**src/rtl/vio_pok_filter_pkg.sv**
```systemverilog
// Shared types and default debounce constants for the VIO power-good filter.
// The defaults are also used by the pwrmgr integration.
package vio_pok_filter_pkg;

   typedef enum logic [1:0] {
      ST_OFF       = 2'b00,
      ST_RISE_WAIT = 2'b01,
      ST_ON        = 2'b10,
      ST_FALL_WAIT = 2'b11
   } vio_pok_state_e;

   localparam int unsigned VioPokSyncStages = 2;
   localparam int unsigned VioPokRiseCnt    = 16;
   localparam int unsigned VioPokFallCnt    = 2;
   localparam int unsigned VioPokGlitchCntW = 8;

   // True when the state reports power as good.
   function automatic logic pok_level(input vio_pok_state_e st);
      return (st == ST_ON) || (st == ST_FALL_WAIT);
   endfunction

endpackage

```
**src/rtl/vio_pok_sync.sv**
```systemverilog
// N-stage synchronizer for the raw power-good flag.
// It lives in its own module so that CDC tooling can waive one instance.
module vio_pok_sync
   import vio_pok_filter_pkg::*;
#(
   parameter int unsigned Stages = VioPokSyncStages
) (
   input  logic clk_i,
   input  logic rst_i,
   input  logic d_i,
   output logic q_o
);

   logic [Stages-1:0] sync_q;

   always_ff @(posedge clk_i) begin
      if (rst_i) begin
         sync_q <= '0;
      end else begin
         sync_q <= {sync_q[Stages-2:0], d_i};
      end
   end

   assign q_o = sync_q[Stages-1];

endmodule

```
**src/rtl/vio_pok_filter.sv**
```systemverilog
// Debounces the synchronized VIO power-good flag with separate rise and fall windows.
// It also reports aborted windows as glitches and counts them.
module vio_pok_filter
   import vio_pok_filter_pkg::*;
#(
   parameter int unsigned SyncStages = VioPokSyncStages,
   parameter int unsigned RiseCnt    = VioPokRiseCnt,
   parameter int unsigned FallCnt    = VioPokFallCnt,
   parameter int unsigned GlitchCntW = VioPokGlitchCntW
) (
   input  logic                  clk_i,
   input  logic                  rst_i,
   input  logic                  vio_pok_i,
   output logic                  vio_pok_o,
   output logic                  vio_pok_rise_o,
   output logic                  vio_pok_fall_o,
   output logic                  glitch_o,
   output logic [GlitchCntW-1:0] glitch_cnt_o,
   input  logic                  glitch_clr_i
);

   localparam int unsigned CntMax = (RiseCnt > FallCnt) ? RiseCnt : FallCnt;
   localparam int unsigned CntW   = $clog2(CntMax + 1);
   localparam logic [CntW-1:0] RiseLast = CntW'(RiseCnt - 1);
   localparam logic [CntW-1:0] FallLast = CntW'(FallCnt - 1);

   logic                  pok_s;
   vio_pok_state_e        state_q, state_d;
   logic [CntW-1:0]       cnt_q, cnt_d;
   logic                  pok_q, pok_d;
   logic                  rise_q, rise_d;
   logic                  fall_q, fall_d;
   logic                  glitch_q, glitch_d;
   logic [GlitchCntW-1:0] glitch_cnt_q, glitch_cnt_d;

   vio_pok_sync #(
      .Stages (SyncStages)
   ) u_sync (
      .clk_i (clk_i),
      .rst_i (rst_i),
      .d_i   (vio_pok_i),
      .q_o   (pok_s)
   );

   // Next-state, debounce count and event pulses.
   always_comb begin
      state_d  = state_q;
      cnt_d    = cnt_q;
      rise_d   = 1'b0;
      fall_d   = 1'b0;
      glitch_d = 1'b0;

      unique case (state_q)
         ST_OFF: begin
            if (pok_s) begin
               state_d = ST_RISE_WAIT;
            end
         end
         ST_RISE_WAIT: begin
            if (!pok_s) begin
               state_d  = ST_OFF;
               glitch_d = 1'b1;
            end else if (cnt_q == RiseLast) begin
               state_d = ST_ON;
               rise_d  = 1'b1;
            end else begin
               cnt_d = cnt_q + CntW'(1);
            end
         end
         ST_ON: begin
            if (!pok_s) begin
               state_d = ST_FALL_WAIT;
            end
         end
         ST_FALL_WAIT: begin
            if (pok_s) begin
               state_d  = ST_ON;
               glitch_d = 1'b1;
            end else if (cnt_q == FallLast) begin
               state_d = ST_OFF;
               fall_d  = 1'b1;
            end else begin
               cnt_d = cnt_q + CntW'(1);
            end
         end
         default: begin
            state_d = ST_OFF;
         end
      endcase

      // Every window starts from zero.
      if (state_d != state_q) begin
         cnt_d = '0;
      end

      pok_d = pok_level(state_d);
   end

   // Saturating glitch count; a clear coinciding with a glitch keeps that glitch.
   always_comb begin
      glitch_cnt_d = glitch_cnt_q;
      if (glitch_clr_i) begin
         glitch_cnt_d = glitch_d ? GlitchCntW'(1) : '0;
      end else if (glitch_d && !(&glitch_cnt_q)) begin
         glitch_cnt_d = glitch_cnt_q + GlitchCntW'(1);
      end
   end

   always_ff @(posedge clk_i) begin
      if (rst_i) begin
         state_q      <= ST_OFF;
         cnt_q        <= '0;
         pok_q        <= 1'b0;
         rise_q       <= 1'b0;
         fall_q       <= 1'b0;
         glitch_q     <= 1'b0;
         glitch_cnt_q <= '0;
      end else begin
         state_q      <= state_d;
         cnt_q        <= cnt_d;
         pok_q        <= pok_d;
         rise_q       <= rise_d;
         fall_q       <= fall_d;
         glitch_q     <= glitch_d;
         glitch_cnt_q <= glitch_cnt_d;
      end
   end

   assign vio_pok_o      = pok_q;
   assign vio_pok_rise_o = rise_q;
   assign vio_pok_fall_o = fall_q;
   assign glitch_o       = glitch_q;
   assign glitch_cnt_o   = glitch_cnt_q;

endmodule

```
**config.mk**
```make
export PLATFORM = sky130hd
export DESIGN_NAME = vio_pok_filter
export DESIGN_NICKNAME = d
export VERILOG_FILES = /design/src/rtl/vio_pok_filter_pkg.sv /design/src/rtl/vio_pok_sync.sv /design/src/rtl/vio_pok_filter.sv
export SDC_FILE = /design/constraint.sdc
export NUM_CORES = 1
export LEC_CHECK = 0
export ABC_AREA = 1
export CORE_UTILIZATION = 60
export CTS_CLUSTER_SIZE = 16
export DETAILED_ROUTE_END_ITERATION = 8
export DONT_BUFFER_PORTS = 1
export PLACE_DENSITY = 0.8
export SLEW_MARGIN = 0
export SYNTH_ARGS = -nofsm -noshare
export SYNTH_HDL_FRONTEND = slang
export SYNTH_SLANG_ARGS = --single-unit
```
**constraint.sdc**
```tcl
create_clock -name clk_i -period 2.4 [get_ports clk_i]
set_clock_uncertainty 0.2 [all_clocks]
set_input_delay 0.6 -clock clk_i [delete_from_list [all_inputs] [get_ports clk_i]]
set_output_delay 0.6 -clock clk_i [all_outputs]
set_load 0.02 [all_outputs]
```
==> results of run 1 <==
[final cells by class]
class                   instances  area, um^2  area share, %
inverters                      23        86.3           7.69
clock buffers                   4        36.3           3.23
multi-input cells             101         569           50.7
well taps                      24        30.0           2.68
flip-flops and latches         20         400           35.7
[power groups by stage]
stage	logic, mW	registers, mW	clock network (mW)
finish	0.0258	0.342	0.201
global route	0.0293	0.343	0.218
CTS	0.0260	0.342	0.204
detailed placement	0.0260	0.349	0
global placement	0.0248	0.349	0
floorplan	0.0277	0.346	0
[through the flow]
step / std cells / util [%]
4_1_cts: 172 / 70.4
6_report: 172 / 70.4
3_3_place_gp: 168 / 68.1
3_5_place_dp: 168 / 68.1
2_1_floorplan: 147 / -
5_1_grt: 172 / 70.4
[Yosys cell counts (all sizes together)]
cell type | n | area share (%)
xnor2 | 1 | 0.81
nand2 | 28 | 11
nand4 | 2 | 1.2
xor2 | 2 | 1.6
ha | 4 | 4.6
nor4 | 1 | 0.58
inv | 23 | 8.0
nor3 | 1 | 0.46
o21bai | 1 | 1.0
nand3b | 1 | 0.69
nand3 | 18 | 12
a31oi | 1 | 0.58
a21oi | 8 | 4.7
buf | 2 | 2.1
nor2 | 24 | 9.5
clkbuf | 1 | 0.35
o21ai | 9 | 4.2
dfxtp | 20 | 37
[worst paths after layout]
path                                          to  slack (ps)  cells after the start
worst max-delay path                    cnt_q[3]         560                     11
worst min-delay path            u_sync.sync_q[1]         140                      1
worst max register to register          cnt_q[3]         560                     11
worst min register to register  u_sync.sync_q[1]         220                      2
[cell families (layout without fill, tap and decap cells)]
family	after synthesis	after routing	synth area share, %
AO/OA/AOI/OAI	19	19	10.5
adder cells (fa/ha/maj)	4	4	4.62
AND/OR/NAND/NOR	75	75	35.0
XOR/XNOR	3	3	2.43
flip-flops	20	20	37.0
buffers and inverters	26	27	10.4
[routing by layer]
layer  share of wire (%)  vias to the layer above
met4                 1.7                        0
met1                  48                      411
met2                  46                       27
met3                 3.9                        5
li1                    -                      468
met5                   0                        -
[cells in the final DEF (no fill, tap or decap)]
cell type  Yosys  routed
nor2_4         1       1
dfxtp_1       20      20
nor2_1        21      21
inv_1         20      20
nand2_4        1       1
nor3_1         1       1
nand4_1        2       2
o21bai_2       1       1
clkbuf_8       0       1
nand3_4        2       2
nand3b_1       1       1
ha_1           4       4
o21ai_0        5       5
o21ai_1        4       4
clkbuf_4       0       3
a21oi_4        1       1
nor2_2         2       2
nand2_2        3       3
nand2_1       24      24
nand3_2        2       2
a31oi_1        1       1
nor4_1         1       1
nand3_1       14      14
xor2_1         2       2
inv_2          3       3
xnor2_1        1       1
a21oi_1        7       7
[flip-flops by register name, summed over array words and instances (netlist names)]
register / count
cnt_q: 5
vio_pok_rise_o: 1
state_q: 1
glitch_cnt_o: 8
u_sync.sync_q: 2
glitch_o: 1
vio_pok_o: 1
vio_pok_fall_o: 1
==> flow_metrics.env, run 1 <==
export IMPL_path_max_fanout=4
export IMPL_yosysWarnings=0
export IMPL_min_period_ps=1840
export IMPL_initial_core_util_pct=67.9
export IMPL_nFillCells=130
export IMPL_ant_nets=0
export IMPL_wl_per_cell_um=11.5
export IMPL_p_switching_mw=0.131
export IMPL_layout_worst_path_cycle_share_pct=76.8
export IMPL_cts_max_path_buffers=2
export IMPL_dpl_cell_area_um2=1090
export IMPL_antenna_found_initial=0
export IMPL_dp_slack_ps=568
export IMPL_startpoint="cnt_q[0]"
export IMPL_grt_util_all_layers_pct=23.2
export IMPL_syn_num_nets=155
export IMPL_grt_overflow=0
export IMPL_startpoint_type="flip-flop"
export IMPL_vias=911
export IMPL_tns_ps=0
export IMPL_numPortBuffers=0
export IMPL_crit_family="adder cells"
export IMPL_die_y_um=44.5
export IMPL_syn_to_final_growth_pct=3.70
export IMPL_wirelength_um=1980
export IMPL_place_congestion=0.782
export IMPL_drt_iter0_markers=13
export IMPL_max_slew_margin_pct=67.8
export IMPL_worstSkewPairLatency_ps=310
export IMPL_synthCells=147
export IMPL_switching_share_pct=23.1
export IMPL_crit_top_cell="nor2_1"
export IMPL_layout_drive_gt1_share_pct=13.5
export IMPL_fin_area_um2=1120
export IMPL_pwr_share_clk_pct=35.4
export IMPL_critPathCaptureType="flip-flop"
export IMPL_fin_hold_ws_ps=142
export IMPL_use_met1_pct=29.1
export IMPL_peakVddDrop_uv=336
export IMPL_hpwl_um=1500
export IMPL_pwr_share_comb_pct=4.5
export IMPL_grt_pass1_vias=820
export IMPL_setup_viol=0
export IMPL_postCtsSetupBuffers=0
export IMPL_io_pins=16
export IMPL_crit_buf_inv=2
export IMPL_viasPerCell=5.30
export IMPL_regToRegStartpoint="cnt_q[0]"
export IMPL_drc=0
export IMPL_crit_type="flip-flop to flip-flop"
export IMPL_min_path_type="input pin to flip-flop"
export IMPL_power_frac_seq_pct=60.1
export IMPL_clkTransAtPathRegs_ps=120
export IMPL_met2_usage_pct=37.9
export IMPL_cts_made_buffers=3
export IMPL_fin_ws_ps=557
export IMPL_hold_violations=0
export IMPL_grt_start_max_net_pins=12
export IMPL_fin_nets=157
export IMPL_design_core_area_um2=1590
export IMPL_cp_cell_sequence="ha_1 -> nand2_1 -> nor2_1 -> ha_1 -> inv_1 -> o21ai_0 -> nor2_1 -> nand3_1 -> nand2_1 -> inv_1 -> nor2_1"
export IMPL_arrival_ps=1860
export IMPL_grt_busiest_layer="met2"
export IMPL_num_rows=14
export IMPL_power_leakage_nw=0.408
export IMPL_syn_area_um2=1080
export IMPL_ctsResizeCount=0
export IMPL_min_from="rst_i"
export IMPL_cts_tree="done"
export IMPL_slowest_stage="dfxtp_1"
export IMPL_use_met3_pct=5.31
export IMPL_clock_sinks=20
export IMPL_dieWidth_um=44.5
export IMPL_cts_max_level=1
export IMPL_first_pass_iters=4
export IMPL_worstMarginPinSlew_ps=482
export IMPL_dieArea_um2=1980
export IMPL_cts_hold_buf=0
export IMPL_cpPeakStageDelay_ps=410
export IMPL_powerDensity_nw_per_um2=507
export IMPL_status="completed"
export IMPL_p_int_mw=0.437
export IMPL_synth_distinct_cells=27
export IMPL_clock_fmax_mhz=543
export IMPL_worstPathRequired_ps=2420
export IMPL_grt_setup_unrepaired="no"
export IMPL_synth_seq_cells=20
export IMPL_cap_violations=0
export IMPL_syn_avg_cell_area_um2=7.36
export IMPL_grt_first_pass_wirelength_um=3390
export IMPL_cts_root_buf="clkbuf_4"
export IMPL_seq_area_frac_synth_pct=37.0
export IMPL_antenna_cells=0
export IMPL_total_power_mw=0.569
export IMPL_drv_slew=0
Power figures use the tool's default switching activity.
==> inputs of run 2 (changes only) <==
Settings changed: CORE_UTILIZATION 60 to 54, PLACE_DENSITY 0.8 to 0.76.
Clock period 2.4 ns to 1.5 ns, I/O delays scaled along.
==> flow_metrics.env, run 2 (synthesized netlist as in run 1, its figures left out) <==
export IMPL_grt_setup_unrepaired="yes"
export IMPL_syn_to_final_growth_pct=39.9
export IMPL_min_from="glitch_clr_i"
export IMPL_cap_violations=0
export IMPL_regToRegStartpoint="cnt_q[1]"
export IMPL_first_pass_iters=4
export IMPL_setup_viol=8
export IMPL_arrival_ps=1720
export IMPL_grt_util_all_layers_pct=23.5
export IMPL_initial_core_util_pct=60.1
export IMPL_cts_root_buf="clkbuf_4"
export IMPL_drc=0
export IMPL_die_y_um=46.8
export IMPL_peakVddDrop_uv=528
export IMPL_status="finished with violations"
export IMPL_fin_util_pct=84.0
export IMPL_min_period_ps=1710
export IMPL_violations="negative setup slack"
export IMPL_hold_violations=0
export IMPL_clock_fmax_mhz=586
export IMPL_cts_made_buffers=3
export IMPL_antenna_cells=0
export IMPL_drt_iter0_markers=21
export IMPL_dp_slack_ps=-226
export IMPL_antenna_found_initial=0
export IMPL_power_leakage_nw=0.601
export IMPL_mostFrequentLayoutCells="buf_4 (21), nand2_1 (18), inv_1 (17), nor2_1 (17), dfxtp_1 (13)"
export IMPL_drv_slew=0
export IMPL_fin_area_um2=1510
export IMPL_clock_sinks=20
export IMPL_design_core_area_um2=1800
export IMPL_startpoint="cnt_q[1]"
export IMPL_max_slew_margin_pct=82.1
export IMPL_route_met3_wl_um=133
export IMPL_clkTransAtPathRegs_ps=110
export IMPL_dieWidth_um=46.8
export IMPL_wl_met2_um=1480
export IMPL_crit_type="flip-flop to flip-flop"
export IMPL_io_pins=16
export IMPL_worstPathRequired_ps=1510
export IMPL_hpwl_um=1680
export IMPL_layout_drive_gt1_share_pct=44.1
export IMPL_startpoint_type="flip-flop"
export IMPL_min_path_type="input pin to flip-flop"
export IMPL_viasPerCell=5.52
export IMPL_cts_tree="done"
export IMPL_vias=1115
export IMPL_dpl_cell_area_um2=1280
export IMPL_highest_layer="met4"
export IMPL_numPortBuffers=0
export IMPL_grt_overflow=0
export IMPL_critPathCaptureType="flip-flop"
export IMPL_wirelength_um=2870
export IMPL_m1WireLength_um=1130
export IMPL_mostFrequentLayoutCell="buf_4"
export IMPL_worstSkewPairLatency_ps=300
export IMPL_fin_nets=186
export IMPL_powerDensity_nw_per_um2=585
export IMPL_grt_start_max_net_pins=12
export IMPL_wl_per_cell_um=14.2
export IMPL_largest_register_ffs=8
export IMPL_cts_max_level=1
export IMPL_cts_max_path_buffers=2
export IMPL_tns_ps=-1200
export IMPL_grt_first_pass_wirelength_um=3600
export IMPL_place_congestion=0.924
export IMPL_layout_worst_path_cycle_share_pct=114
export IMPL_nFillCells=107
export IMPL_ant_nets=0
export IMPL_path_max_fanout=5
export IMPL_fin_ws_ps=-207
export IMPL_dieArea_um2=2190
export IMPL_grt_pass1_vias=911
export IMPL_num_rows=15
export IMPL_fin_hold_ws_ps=9.68
export IMPL_worstMarginPinSlew_ps=267
run 2: changes by cell type in the layout (fill, tap and decap cells not counted), sizes merged:
cell         before  now
buf               0   26
dlygate4sd3       0    2
clkbuf            4    3
clkinv            0    1
nand2            28   29
run 2: worst paths after layout:
kind / slack [ps] / endpoint / cells past startpoint
max: -210 / cnt_q[2] / 10
min: 10 / glitch_cnt_o[0] / 2
max reg2reg: -210 / cnt_q[2] / 10
min reg2reg: 210 / u_sync.sync_q[1] / 2
run 2: area by class of cell:
class / count / area [um^2] / area share (%)
Clock buffer: 3 / 22.5 / 1.49
Sequential cell: 20 / 417 / 27.5
Inverter: 23 / 93.8 / 6.20
Timing Repair Buffer: 28 / 234 / 15.5
Multi-Input combinational cell: 102 / 712 / 47.0
Tap cell: 25 / 31.3 / 2.07
Clock inverter: 1 / 3.75 / 0.248
run 2: critical path, stage by stage, from the launching register on:
cell and delay (ps):
dfxtp_4 380, buf_6 120, inv_2 40, ha_2 150, inv_2 50, nor2_4 130
nand3_2 110, nand2_2 110, nand3_1 130, nand3_4 150, nor2_1 50
run 2: repair_timing:
action,4_1_cts,5_1_grt
cloned,1,0
endpoints found under the hold margin,6,0
endpoints found under the setup margin,14,17
setup buffers,1,4
pin swaps,5,20
hold buffers,2,0
resized for setup,11,33
run 2: through the flow:
step	std cells	power [mW]
after detailed placement	191	0.608
final	202	0.885
after global placement	191	0.606
after floorplan	147	0.596
after CTS	198	0.869
after global routing	202	0.915
run 2: layer usage:
metal	GRT usage, %	up-vias
met5	0	-
met4	14.3	0
met3	2.69	14
met2	40.3	45
met1	28.2	523
li1	-	533
run 2: report_power, final:
group	switching [mW]	leakage (nW)	internal [mW]
logic	0.0463	0.419	0.0332
registers	0.00670	0.166	0.533
clock network	0.169	0.0154	0.0971
total	0.222	0.601	0.663
==> inputs of run 3 (changes only) <==
Settings changed: CORE_MARGIN set to 5, GPL_ROUTABILITY_DRIVEN set to 0.
==> flow_metrics.env, run 3 (synthesized netlist as in run 1, its figures left out) <==
export IMPL_design_core_area_um2=1940
export IMPL_grt_pass1_vias=956
export IMPL_worstMarginPinSlew_ps=281
export IMPL_syn_to_final_growth_pct=41.7
export IMPL_power_frac_seq_pct=57.9
export IMPL_io_pins=16
export IMPL_worstPathRequired_ps=1550
export IMPL_min_period_ps=1710
export IMPL_dpl_cell_area_um2=1290
export IMPL_viasPerCell=5.25
export IMPL_holdPathStages=2
export IMPL_critPathCaptureType="flip-flop"
export IMPL_max_slew_margin_pct=81.2
export IMPL_cp_cell_sequence="ha_4 -> nand2_4 -> nor2_4 -> ha_4 -> inv_2 -> nand4_1 -> nand3_1 -> nand2_2 -> nand3_4 -> nor2_2"
export IMPL_multi_input_area_um2=733
export IMPL_clock_fmax_mhz=586
export IMPL_wl_per_cell_um=14.4
export IMPL_startpoint_type="flip-flop"
export IMPL_mostFrequentLayoutCells="nand2_1 (19), inv_1 (17), buf_4 (16)"
export IMPL_setup_viol=8
export IMPL_violations="negative setup slack"
export IMPL_vias=1049
export IMPL_regToRegStartpoint="cnt_q[0]"
export IMPL_worstSkewPairLatency_ps=300
export IMPL_first_pass_iters=4
export IMPL_cap_violations=0
export IMPL_largest_register_ffs=8
export IMPL_crit_type="flip-flop to flip-flop"
export IMPL_stdcell_count=200
export IMPL_cts_made_buffers=3
export IMPL_antenna_cells=0
export IMPL_drv_slew=0
export IMPL_worstHoldEndpoint="glitch_cnt_o[0]"
export IMPL_layout_worst_path_cycle_share_pct=114
export IMPL_fin_nets=182
export IMPL_die_y_um=54.8
export IMPL_worst_r2r_path_depth=10
export IMPL_cts_tree="done"
export IMPL_powerDensity_nw_per_um2=606
export IMPL_hold_violations=0
export IMPL_hpwl_um=1700
export IMPL_p_int_mw=0.711
export IMPL_regArea_um2=423
export IMPL_grt_start_max_net_pins=12
export IMPL_drc=0
export IMPL_pwr_share_clk_pct=33.7
export IMPL_cpPeakStageDelay_ps=380
export IMPL_min_from="glitch_clr_i"
export IMPL_layout_drive_gt1_share_pct=45.1
export IMPL_arrival_ps=1760
export IMPL_drt_iter0_markers=30
export IMPL_grt_first_pass_wirelength_um=3980
export IMPL_wirelength_um=2890
export IMPL_clock_sinks=20
export IMPL_power_leakage_nw=0.572
export IMPL_peakVddDrop_uv=580
export IMPL_clkTransAtPathRegs_ps=110
export IMPL_cts_root_buf="clkbuf_4"
export IMPL_p_switching_mw=0.218
export IMPL_initial_core_util_pct=55.7
export IMPL_fin_area_um2=1530
export IMPL_path_max_fanout=5
export IMPL_slowest_stage="dfxtp_4"
export IMPL_cts_max_level=1
export IMPL_reg2reg_slack_ps=-210
export IMPL_pwr_share_comb_pct=8.5
export IMPL_grt_util_all_layers_pct=18.8
export IMPL_fin_ws_ps=-207
export IMPL_status="finished with violations"
export IMPL_ant_nets=0
export IMPL_timing_rr_end="cnt_q[1]"
export IMPL_crit_top_cell="ha_4"
export IMPL_min_path_type="input pin to flip-flop"
export IMPL_dieWidth_um=54.8
export IMPL_num_rows=16
export IMPL_dieArea_um2=3000
export IMPL_cts_max_path_buffers=2
export IMPL_fin_util_pct=79.0
export IMPL_switching_share_pct=23.5
export IMPL_grt_overflow=0
export IMPL_mostFrequentLayoutCell="nand2_1"
export IMPL_dp_cells=194
export IMPL_nFillCells=141
export IMPL_grt_setup_unrepaired="yes"
export IMPL_antenna_found_initial=0
export IMPL_numPortBuffers=0
[run 3: area by class of cell]
type | instances | share of cell area [%]
inverters | 23 | 5.79
repair buffers | 25 | 14.3
multi-input cells | 101 | 47.8
clock buffers | 4 | 2.37
well taps | 27 | 2.20
flip-flops and latches | 20 | 27.6
[run 3: power by group through the flow]
stage                     clock (mW)  sequential [mW]  combinational, mW
after floorplan                    0            0.552             0.0442
after global placement             0            0.553             0.0536
after detailed placement           0            0.553             0.0549
after CTS                      0.318            0.539             0.0638
after global routing           0.350            0.538             0.0867
final                          0.313            0.538             0.0788
[run 3: how the worst max path moves through the flow]
stage | start | endpoint | slack, ps | depth (start not counted)
6_report | cnt_q[0] | cnt_q[1] | -210 | 10
5_1_grt | cnt_q[1] | cnt_q[1] | -280 | 10
4_1_cts | cnt_q[1] | cnt_q[1] | -230 | 10
3_5_place_dp | cnt_q[1] | cnt_q[1] | -220 | 10
3_3_place_gp | cnt_q[1] | cnt_q[1] | -140 | 10
2_1_floorplan | cnt_q[0] | cnt_q[0] | -60 | 10
[run 3: critical path: cells and delay by family, from the launching register on]
family                     cells  cell delay [ps]
and+or+nand+nor                7              670
adders and majority gates      2              330
DFF                            1              380
buffers and inverters          1               60
[run 3: per-stage QoR]
step | setup TNS (ps) | worst slack [ps] | power [mW] | hold slack (ps)
floorplan | -296 | -62.3 | 0.596 | 188
global placement | -713 | -139 | 0.606 | 198
detailed placement | -1160 | -224 | 0.608 | 221
CTS | -1400 | -227 | 0.921 | 6.30
global route | -2050 | -283 | 0.975 | 35.4
finish | -1110 | -207 | 0.929 | 29.3
[run 3: timing repair]
action | 4_1_cts | 5_1_grt
resized for setup | 11 | 42
setup endpoints to repair | 12 | 20
cloned | 0 | 0
setup buffers | 3 | 0
pin swaps | 5 | 15
hold buffers | 2 | 0
endpoints found under the hold margin | 6 | 0
[run 3: layer usage]
| metal | global-route usage (%) | part of all wire [%] | up-vias |
|---|---|---|---|
| met5 | 0 | 0 | - |
| met4 | 11.2 | 1.8 | 0 |
| met3 | 4.36 | 4.2 | 5 |
| met2 | 31.5 | 52 | 26 |
| met1 | 21.5 | 42 | 498 |
| li1 | - | - | 520 |
==> variant 1, RTL diff (settings of run 1) <==
`VioPokRiseCnt`: 16 -> 8.
--- a/src/rtl/vio_pok_filter_pkg.sv
+++ b/src/rtl/vio_pok_filter_pkg.sv
@@ -10,7 +10,7 @@
    } vio_pok_state_e;
 
    localparam int unsigned VioPokSyncStages = 2;
-   localparam int unsigned VioPokRiseCnt    = 16;
+   localparam int unsigned VioPokRiseCnt    = 8;
    localparam int unsigned VioPokFallCnt    = 2;
    localparam int unsigned VioPokGlitchCntW = 8;
 
Formal check against the unedited RTL: same outputs for any inputs over 10 cycles, from zero or initial values and one cycle with rst_i high; that may be too few to reach the edited logic, so the function may still have changed.
==> variant 1 against run 1 <==
Worst setup slack improved by 0.12 ns. Final area down 8.4%. Sequential cell count down 1. Sequential share of layout area grew 1.3 points. Clock power decreased by 22%. Maximum frequency increased by 7.0%. Wire length decreased by 6.7%. Power fell by 10%. Synthesized area is 7.9% lower. Count of clock-buffer cells in the layout unchanged. Combinational power grew 2%. Highest routed layer unchanged.
==> variant 1: results (changes against run 1) <==
metric	value	unit	change
result of the run	completed		
startpoint of the worst setup timing path	glitch_cnt_o[0]		
Static Leak	0.438	nW	+7.5%
number of flip-flops under the largest register name	8		unchanged
Hold Path End	glitch_cnt_o[7]		
count of warnings emitted by yosys	0		unchanged
post-placement setup slack	0.705	ns	+0.137 ns
Least-Margin Pin Slew	0.413	ns	-0.0683 ns
buffers added on ports	0		unchanged
final hold slack	0.163	ns	+0.0215 ns
largest fanout on the critical path	7		+3
share of synthesized registers carrying an async set or reset	0	%	unchanged
global router's overall resource usage	23.2	%	+0.078 points
total clock buffers created by CTS	3		unchanged
share of the yosys chip area belonging to registers	38.1	%	+1.1 points
compound-cell area share of the yosys netlist	4.52	%	-6.0 points
H-tree depth	1		unchanged
largest net degree at the start of global routing	13		+1
clock transition at the registers of the reported paths	0.10	ns	-0.02 ns
Synth area leaders	dfxtp_1 38%, nand2_1 13%, nor2_1 9.0%		
number of post-CTS setup repair buffers	0		unchanged
cell count of the worst reg-to-reg path	10		-1
synthesized-area fraction occupied by adder cells	3.76	%	-0.86 points
final net count	159		+1.3%
Pre-Repair DR Iteration Count	4		unchanged
register-to-register path setup slack	0.68	ns	+0.12 ns
deepest clock path buffer count	2		unchanged
worst-skew pair later-pin latency	0.29	ns	-0.02 ns
Switching Fraction	23.2	%	+0.069 points
FMAX	581	MHz	+7.0%
ratio of cells with drive above 1 in the final layout	9.93	%	-3.6 points
ANT cells	0		unchanged
detailed-route wire length per cell	11.1	microns	-3.9%
startpoint of the worst hold path	rst_i		
critical register-to-register path endpoint	glitch_cnt_o[5]		
routability congestion estimate	0.853		+9.1%
top cell types by occurrence after synthesis	35 x nand2_1, 24 x nor2_1, 20 x inv_1		
hold path depth	1		unchanged
post-synthesis mux area share	0	%	unchanged
number of non-filler instances in the completed layout	167		-2.9%
most frequently used flop master after synthesis	dfxtp_1		
distinct cell type count of the synthesized netlist	17		-37%
number of global-route vias before repair	794		-3.2%
drt initial violations	41		+28
Synth Area in XOR/XNOR	0.878	%	-1.5 points
maximum vdd ir drop	0.391	mV	+16%
highest cell delay on the worst timing path	0.50	ns	+0.09 ns
synthesized instance count	149		+1.4%
count of filler cells inserted in the layout	138		+6.2%
number of vias per cell after detailed routing	5.29		-0.17%
syn_nets	156		+0.65%
Top Family by Delay on Critical Path	simple AND/OR/NAND/NOR gates		
wire length of the first global-routing pass	3220	microns	-5.3%
last element of the critical path	glitch_cnt_o[5]		
DP Wirelength	1440	microns	-4.1%
type of the tightest min-delay check	in -> reg		
highest-delay cell along the critical path	dfxtp_1		
[variant 1: cell types whose count changed after synthesis, moves of 3 or more]
cell	delta
nand3_1	-3
o21ai_1	-4
nand4_1	+5
nor2_1	+3
nand2_1	+11
nor3_1	+3
[variant 1: worst reg2reg max path, delay by kind of cell, from the launching register on]
family,cells,cell delay [ns]
fa+ha+maj,1,0.25
flops,1,0.50
buf+inv,2,0.13
simple gates,7,0.55
[variant 1: per-stage QoR]
step	area (sq um)	util, %
floorplan	997	-
global placement	1000	65.8
detailed placement	1000	65.8
CTS	1030	67.5
global route	1030	67.5
finish	1030	67.5
[variant 1: area by class of cell]
class / count / area [sq um] / share of cell area, %
flip-flops and latches: 19 / 380 / 37.0
inverters: 24 / 90.1 / 8.76
well taps: 16 / 20.0 / 1.95
multi-input cells: 104 / 512 / 49.8
clock buffers: 4 / 26.3 / 2.55
[variant 1: metal layers]
| layer | share of wire (%) | vias up | track usage [%] |
|---|---|---|---|
| li1 | - | 479 | - |
| met1 | 43 | 376 | 26.0 |
| met2 | 50 | 24 | 38.8 |
| met3 | 4.8 | 4 | 6.38 |
| met4 | 2.4 | 0 | 13.8 |
| met5 | 0 | - | 0 |
[variant 1: power by group through the flow]
| stage | Clock (mW) | Sequential, mW | Combinational, mW |
|---|---|---|---|
| floorplan | 0 | 0.332 | 0.0271 |
| finish | 0.157 | 0.327 | 0.0263 |
| global route | 0.175 | 0.328 | 0.0305 |
| global placement | 0 | 0.334 | 0.0255 |
| CTS | 0.164 | 0.327 | 0.0264 |
| detailed placement | 0 | 0.335 | 0.0265 |
==> variant 2, RTL diff (settings of run 1) <==
Made on the original files. Register the inputs `vio_pok_i` and `glitch_clr_i` before use. The logic sees them one clock later.
--- a/src/rtl/vio_pok_filter.sv
+++ b/src/rtl/vio_pok_filter.sv
@@ -24,6 +24,14 @@
    localparam logic [CntW-1:0] RiseLast = CntW'(RiseCnt - 1);
    localparam logic [CntW-1:0] FallLast = CntW'(FallCnt - 1);
 
+   logic vio_pok_q;
+   logic glitch_clr_q;
+
+   always_ff @(posedge clk_i) begin
+      vio_pok_q    <= vio_pok_i;
+      glitch_clr_q <= glitch_clr_i;
+   end
+
    logic                  pok_s;
    vio_pok_state_e        state_q, state_d;
    logic [CntW-1:0]       cnt_q, cnt_d;
@@ -38,7 +46,7 @@
    ) u_sync (
       .clk_i (clk_i),
       .rst_i (rst_i),
-      .d_i   (vio_pok_i),
+      .d_i   (vio_pok_q),
       .q_o   (pok_s)
    );
 
@@ -99,7 +107,7 @@
    // Saturating glitch count; a clear coinciding with a glitch keeps that glitch.
    always_comb begin
       glitch_cnt_d = glitch_cnt_q;
-      if (glitch_clr_i) begin
+      if (glitch_clr_q) begin
          glitch_cnt_d = glitch_d ? GlitchCntW'(1) : '0;
       end else if (glitch_d && !(&glitch_cnt_q)) begin
          glitch_cnt_d = glitch_cnt_q + GlitchCntW'(1);
Check against the original RTL: not equivalent (a bounded check fails within 10 cycles, from zero or initial values and one cycle with rst_i high).
==> variant 2 against run 1 <==
The run now ends with design-rule violations left. Core utilization down 0.10 points. Synthesized area decreased by 3.6%. Maximum frequency fell by 1.9%. Power increased by 8.6%. Wire length down 7.1%. Worst setup slack got worse by 0.036 ns. Sequential cell count grew 2. Combinational power rose by 43%. Synthesized cell count increased by 1.4%. Final area fell by 2.3%. Critical endpoint is now cnt_q[4]. Largest cell class unchanged.
==> variant 2: results (changes against run 1) <==
metric	value	unit	change
deepest clock path buffer count	2		unchanged
violated checks	design-rule violations		
startpoint of the worst setup timing path	cnt_q[0]		
count of filler cells inserted in the layout	126		-3.1%
total net switching power	0.141	mW	+7.2%
buffers added on ports	0		unchanged
largest net degree at the start of global routing	13		+1
Comb group	0.0370	mW	+43%
drt drc	1		+1
worst-skew pair later-pin latency	0.30	ns	
share of synthesized registers carrying an async set or reset	0	%	unchanged
Static Leak	0.442	nW	+8.4%
post-placement setup slack	0.522	ns	-0.0456 ns
ratio of cells with drive above 1 in the final layout	9.21	%	-4.3 points
Pre-Repair DR Iteration Count	6		+2
P per Cell Area	564	mW/mm^2	+11%
clock transition at the registers of the reported paths	0.12	ns	about the same
number of flip-flops under the largest register name	8		unchanged
share of the yosys chip area belonging to registers	42.2	%	+5.2 points
drt initial violations	17		+4
highest cell delay on the worst timing path	0.41	ns	about the same
CTS Root Cell	clkbuf_4		
maximum vdd ir drop	0.330	mV	-1.7%
top cell types by occurrence after synthesis	28 x nor2_1, 26 x nand2_1, 24 x inv_1		
type of the tightest min-delay check	in -> reg		
ANT cells	0		unchanged
wire length of the first global-routing pass	3110	microns	-8.3%
count of flip-flops with a built-in enable after synthesis	0		unchanged
startpoint of the worst hold path	vio_pok_i		
worst rel slew slack	68.7	%	+0.92 points
number of post-CTS setup repair buffers	0		unchanged
number of non-filler instances in the completed layout	168		-2.3%
Synth area leaders	dfxtp_1 42%, nor2_1 10%, nand2_1 9.4%		
synthesized instance count	149		+1.4%
largest fanout on the critical path	5		+1
Routed Wire Length	1840	microns	-7.1%
number of vias per cell after detailed routing	5.19		-2.0%
final net count	161		+2.5%
distinct cell type count of the synthesized netlist	22		-19%
instance area after placement	0.00106	sq mm	-2.4%
DP Wirelength	1360	microns	-9.3%
total clock buffers created by CTS	3		unchanged
global router's overall resource usage	21.8	%	-1.4 points
number of placed instances, taps included	164		-2.4%
number of global-route vias before repair	761		-7.2%
routability congestion estimate	0.862		+10%
result of the run	finished, violations left		
number of antenna violations at the first check in global routing	0		unchanged
CTS-repair resized insts	0		unchanged
## variant 2: logic make-up (layout without fill, tap and decap cells)
group / count (synthesis) / after routing / synth area share [%]
and+or+nand+nor: 76 / 76 / 32.4
buffers and inverters: 28 / 31 / 10.1
DFF: 22 / 22 / 42.2
AOI/OAI and AO/OA: 16 / 16 / 8.03
adders and majority gates: 4 / 4 / 4.80
xor gates and xnor gates: 3 / 3 / 2.52
## variant 2: final timing paths
kind | endpoint | slack [ns] | cells after the start
worst max-delay path | cnt_q[4] | 0.52 | 11
worst min-delay path | vio_pok_q | 0.11 | 0
worst max register to register | cnt_q[4] | 0.52 | 11
worst min register to register | u_sync.sync_q[0] | 0.21 | 2
## variant 2: metrics by stage
step,util [%],hold WS (ns)
floorplan,-,0.188
global placement,68.0,0.189
detailed placement,68.0,0.193
CTS,70.3,0.105
global route,70.3,0.0811
finish,70.3,0.115
## variant 2: layout make-up
class	instances	area (sq um)	share of cell area, %
multi-input cells	99	498	45.4
clock buffers	4	36.3	3.31
well taps	16	20.0	1.83
inverters	27	101	9.25
flip-flops and latches	22	440	40.2
## variant 2: per-layer routing
metal	vias to the layer above	track usage, %	share of wire, %
met2	26	34.3	47
li1	468	-	-
met4	0	8.13	0.43
met1	376	29.0	47
met3	2	5.00	5.6
met5	-	0	0
## variant 2: worst max-delay path: cells and delay by family, from the launching register on
| kind | cells | cell delay (ns) |
|---|---|---|
| DFF | 1 | 0.41 |
| and+or+nand+nor | 8 | 0.75 |
| buffers and inverters | 1 | 0.06 |
| adders and majority gates | 2 | 0.40 |
